<file path="src/rtl/key_debounce_pair_pkg.sv">
// Shared definitions for the two-channel key debouncer: FSM state
// encoding and the default stability window length.
package key_debounce_pair_pkg;

  typedef enum logic [1:0] {
    IDLE         = 2'd0,
    PRESS_WAIT   = 2'd1,
    PRESSED      = 2'd2,
    RELEASE_WAIT = 2'd3
  } state_t;

  localparam int unsigned DEFAULT_DEBOUNCE_CYCLES = 16;

endpackage

</file>
<file path="src/rtl/key_debounce_pair_chan.sv">
// One debounce channel: two-flop synchroniser, stability counter and
// press/release FSM producing a registered clean level.
// Optional macro KEY_DEBOUNCE_PULSE_EN adds a single-cycle press pulse.
module key_debounce_chan
  import key_debounce_pair_pkg::*;
#(
  parameter int unsigned DEBOUNCE_CYCLES = DEFAULT_DEBOUNCE_CYCLES,
  parameter int unsigned CNT_W           = 16
) (
  input  logic       clk,
  input  logic       reset,
  input  logic       raw,
  output logic       clean,
  output logic [1:0] state
`ifdef KEY_DEBOUNCE_PULSE_EN
  ,
  output logic       press
`endif
);

  // Terminal count: the input has been stable for DEBOUNCE_CYCLES cycles.
  localparam logic [CNT_W-1:0] LAST_CNT = CNT_W'(DEBOUNCE_CYCLES - 1);

  logic             s1_q, s2_q;
  state_t           state_q, state_d;
  logic [CNT_W-1:0] cnt_q, cnt_d;
  logic             clean_q, clean_d;
  logic             press_d;

  // Next-state logic: a level change must persist until the counter
  // reaches its terminal value before the clean output follows it.
  always_comb begin
    state_d = state_q;
    cnt_d   = cnt_q;
    clean_d = clean_q;
    press_d = 1'b0;
    unique case (state_q)
      IDLE: begin
        if (s2_q) begin
          state_d = PRESS_WAIT;
          cnt_d   = '0;
        end
      end
      PRESS_WAIT: begin
        if (!s2_q) begin
          state_d = IDLE;
          cnt_d   = '0;
        end else if (cnt_q == LAST_CNT) begin
          state_d = PRESSED;
          clean_d = 1'b1;
          press_d = 1'b1;
          cnt_d   = '0;
        end else begin
          cnt_d = cnt_q + CNT_W'(1);
        end
      end
      PRESSED: begin
        if (!s2_q) begin
          state_d = RELEASE_WAIT;
          cnt_d   = '0;
        end
      end
      RELEASE_WAIT: begin
        if (s2_q) begin
          state_d = PRESSED;
          cnt_d   = '0;
        end else if (cnt_q == LAST_CNT) begin
          state_d = IDLE;
          clean_d = 1'b0;
          cnt_d   = '0;
        end else begin
          cnt_d = cnt_q + CNT_W'(1);
        end
      end
      default: begin
        state_d = IDLE;
        cnt_d   = '0;
      end
    endcase
  end

  // Synchroniser, counter and FSM registers; reset clears everything.
  always_ff @(posedge clk) begin
    if (reset) begin
      s1_q    <= 1'b0;
      s2_q    <= 1'b0;
      state_q <= IDLE;
      cnt_q   <= '0;
      clean_q <= 1'b0;
    end else begin
      s1_q    <= raw;
      s2_q    <= s1_q;
      state_q <= state_d;
      cnt_q   <= cnt_d;
      clean_q <= clean_d;
    end
  end

  assign clean = clean_q;
  assign state = state_q;

`ifdef KEY_DEBOUNCE_PULSE_EN
  logic press_q;

  // Registered pulse aligned with the first cycle clean is high.
  always_ff @(posedge clk) begin
    if (reset) press_q <= 1'b0;
    else       press_q <= press_d;
  end

  assign press = press_q;
`else
  logic unused_press;
  assign unused_press = press_d;
`endif

endmodule

</file>
<file path="src/rtl/key_debounce_pair.sv">
// Two independent debounce channels for the ONE and ZERO keys feeding
// the two-ones/two-zeros detector.
// Optional macro KEY_DEBOUNCE_PULSE_EN adds one_press / zero_press.
module key_debounce_pair
  import key_debounce_pair_pkg::*;
#(
  parameter int unsigned DEBOUNCE_CYCLES = DEFAULT_DEBOUNCE_CYCLES,
  parameter int unsigned CNT_W           = 16
) (
  input  logic       clk,
  input  logic       reset,
  input  logic       ONE,
  input  logic       ZERO,
  output logic       one_clean,
  output logic       zero_clean,
  output logic [1:0] state_one,
  output logic [1:0] state_zero
`ifdef KEY_DEBOUNCE_PULSE_EN
  ,
  output logic       one_press,
  output logic       zero_press
`endif
);

  key_debounce_chan #(
    .DEBOUNCE_CYCLES(DEBOUNCE_CYCLES),
    .CNT_W          (CNT_W)
  ) u_one (
    .clk  (clk),
    .reset(reset),
    .raw  (ONE),
    .clean(one_clean),
    .state(state_one)
`ifdef KEY_DEBOUNCE_PULSE_EN
    ,
    .press(one_press)
`endif
  );

  key_debounce_chan #(
    .DEBOUNCE_CYCLES(DEBOUNCE_CYCLES),
    .CNT_W          (CNT_W)
  ) u_zero (
    .clk  (clk),
    .reset(reset),
    .raw  (ZERO),
    .clean(zero_clean),
    .state(state_zero)
`ifdef KEY_DEBOUNCE_PULSE_EN
    ,
    .press(zero_press)
`endif
  );

endmodule

</file>
<file path="config.mk">
export PLATFORM = sky130hd
export DESIGN_NAME = key_debounce_pair
export DESIGN_NICKNAME = d
export VERILOG_FILES = /design/src/rtl/key_debounce_pair_pkg.sv /design/src/rtl/key_debounce_pair_chan.sv /design/src/rtl/key_debounce_pair.sv
export SDC_FILE = /design/constraint.sdc
export NUM_CORES = 1
export LEC_CHECK = 0
export CORE_AREA = 2 2 62 64
export DETAILED_ROUTE_END_ITERATION = 8
export DIE_AREA = 0 0 64 66
export GPL_ROUTABILITY_DRIVEN = 0
export GPL_TIMING_DRIVEN = 0
export PLACE_DENSITY = 0.76
export SLEW_MARGIN = 20
export SYNTH_ARGS = -nofsm -noshare
export SYNTH_HDL_FRONTEND = slang
export SYNTH_SLANG_ARGS = --single-unit
</file>
<file path="constraint.sdc">
create_clock -name clk -period 2.6 [get_ports clk]
set_clock_uncertainty 0.15 [all_clocks]
set_input_delay 0.78 -clock clk [delete_from_list [all_inputs] [get_ports clk]]
set_output_delay 0.78 -clock clk [all_outputs]
set_load 0.05 [all_outputs]
</file>
==> flow_summary.ini <==
[status]
status = finished, final reports clean

[clock_network]
cts_hold_buf = 0
insertion_delay_ns = 0.35
htreeDepth = 2
root_buffer = clkbuf_4
postCtsSetupBuffers = 0
clk_pin_slew_ns = 0.12
cts_buffers = 5
cts_buffer_depth = 2
numClockSinks = 42
tritoncts = yes

[grt]
grt_pass1_vias = 1636
grt_pass1_wl_um = 7220
busiest_layer = met2
antenna_found_initial = 0
globalRouteMet2Util_pct = 36.6
track_usage_pct = 21.7
grt_max_degree = 14
grt.met3_usage_pct = 4.09
overflow = 0
use_met1_pct = 27.8

[synth]
netlist_area_um2 = 2010
ys_seq_elements = 42
synthTopCellsByArea = dfxtp_1, a21oi_1, nand2_1, a31oi_1, o21ai_0
syn_avg_cell_area_um2 = 8.30
synth_edf_count = 0
yosys.area.top_type = dfxtp_1
yosysSeqAreaShare_pct = 41.9
synth_async_sr_flop_share_pct = 0
synth_top_area_share_pct = 41.9
ys_types = 42
synthesis.nets = 248
synth_ff_type = dfxtp_1
ys_warn_count = 0
synth_cells = 242

[cells_and_area]
fill_cells = 332
final_cell_count_no_fill = 307
drive_above_1_share_pct = 6.56
syn_to_final_growth_pct = 12.9
antenna_cells = 0
multi_input_area_um2 = 1110
seqCellArea_um2 = 841
final_common_cell = dfxtp_1
nNetsFinal = 264
most-common-layout-cells = dfxtp_1, nand2_1, a21oi_1, nor2_1, o21ai_0
final_core_util_pct = 63.8

[placed_design]
io_buffers = 9
place_hpwl_um = 2970
dp_cells = 299

[critical_path]
critPathCaptureType = primary output
path_cells = clkdlybuf4s50_1
critPathSlowestCell = clkdlybuf4s50_1
critPathKind = reg -> out
crit_family = buffers and inverters
startpoint_type = register
critPathMaxStageDelay_ns = 0.83
crit_arrival_ns = 1.61
required_ns = 1.67
r2r_slack_ns = 0.29
cp_max_fo = 4
cp.buffers_inverters = 1

[power]
irDropWorstVdd_mv = 0.431
powerDensity_nw_per_um2 = 558
p_leak_nw = 0.749
p_total_mw = 1.26

[drt]
vias = 1836
dr.first_iter.drc_count = 90
avgViaCountPerCell = 5.98
detail-route-antenna-nets = 0
routed_wl_um = 4160
wire_per_inst_um = 13.6
firstDrtPassIters = 4
drc_errors = 0

[timing]
fin_crit_ns = 2.54
setup_viol = 0
max_freq_mhz = 394
max_slew.worst_pin.slew_ns = 0.660
tns_ns = 0
slew_headroom_pct = 55.7
rsz0062_at_grt = false
period_share_pct = 97.7
slew_violations = 0
final_hold_viol_count = 0

[job]
maxCapViolCount = 0

[floorplanning]
coreArea_um2 = 3550
std_cell_rows = 22
die_w_um = 64
die_area_um2 = 4220
start_util_pct = 56.6
ios = 10
die_h_um = 66

[min_path]
hold_path_class = reg -> reg
[synth_stat cells (all sizes together) (3+ instances only)]
cell type / n
a41oi: 3
or4: 3
nand4: 7
nand3: 16
o21ai: 17
nor2: 21
or3: 8
a21oi: 22
inv: 5
nor3: 7
nor2b: 4
clkbuf: 5
nor4: 7
a31oi: 15
xor2: 5
nand2: 26
mux2i: 3
dfxtp: 42
[metal layers]
| layer | wire length, um | up-vias |
|---|---|---|
| met5 | 0 | - |
| met4 | 55 | 0 |
| met3 | 140 | 5 |
| met2 | 1910 | 30 |
| met1 | 2060 | 868 |
| li1 | - | 933 |
[power breakdown]
group	switching, mW	total [mW]	leakage, nW	internal (mW)
Combinational	0.0432	0.0665	0.352	0.0233
Sequential	0.00645	0.656	0.339	0.650
Clock	0.216	0.541	0.0585	0.326
[path summary, 6_finish.rpt]
check / startpoint / endpoint / depth (start not counted)
hold / removal: u_zero.s1_q / u_zero.s2_q / 1
setup reg to reg: u_zero.cnt_q[0] / u_zero.cnt_q[14] / 8
setup / recovery: register / state_zero[1] / 1
hold reg to reg: u_zero.s1_q / u_zero.s2_q / 1
[flip-flops by register name (all words and copies together), names as in the netlist, named ones only]
name / count
u_one.cnt_q: 16
u_zero.cnt_q: 16
u_one.clean: 1
u_one.s1_q: 1
u_one.s2_q: 1
u_one.state: 1
u_zero.clean: 1
u_zero.s1_q: 1
u_zero.s2_q: 1
u_zero.state: 1
[metrics by stage]
stage               setup WS [ns]  area [um^2]  hold WS (ns)
floorplan                   0.353         2010         0.264
global placement          -0.0605         2160         0.266
detailed placement        -0.0774         2160         0.299
CTS                        0.0386         2270         0.312
global route              0.00563         2270         0.330
finish                     0.0599         2270         0.312
[logic make-up (layout without fill, tap and decap cells)]
| group | count (synthesis) | in the layout | synth area share [%] |
|---|---|---|---|
| AOI/OAI and AO/OA | 64 | 64 | 18.4 |
| xor gates and xnor gates | 7 | 7 | 3.43 |
| adders and majority gates | 2 | 2 | 1.25 |
| buffers and inverters | 12 | 29 | 2.80 |
| DFF | 42 | 42 | 41.9 |
| muxes | 3 | 3 | 1.50 |
| and+or+nand+nor | 112 | 112 | 30.7 |
[timing repair]
item                                    in CTS  in global routing
hold endpoints to repair                     0                  0
endpoints found under the setup margin       2                  0
gates resized for setup                      2                  0
[layout make-up]
| type | instances | share of cell area, % |
|---|---|---|
| buffer | 7 | 1.66 |
| clock buffer | 6 | 2.26 |
| clock inverter | 2 | 2.65 |
| inverter | 5 | 0.828 |
| multi-input combinational | 188 | 49.0 |
| sequential | 42 | 37.1 |
| tap | 48 | 2.65 |
| timing repair buffer | 9 | 3.86 |
Note: power is estimated with default switching activity, not from simulation.
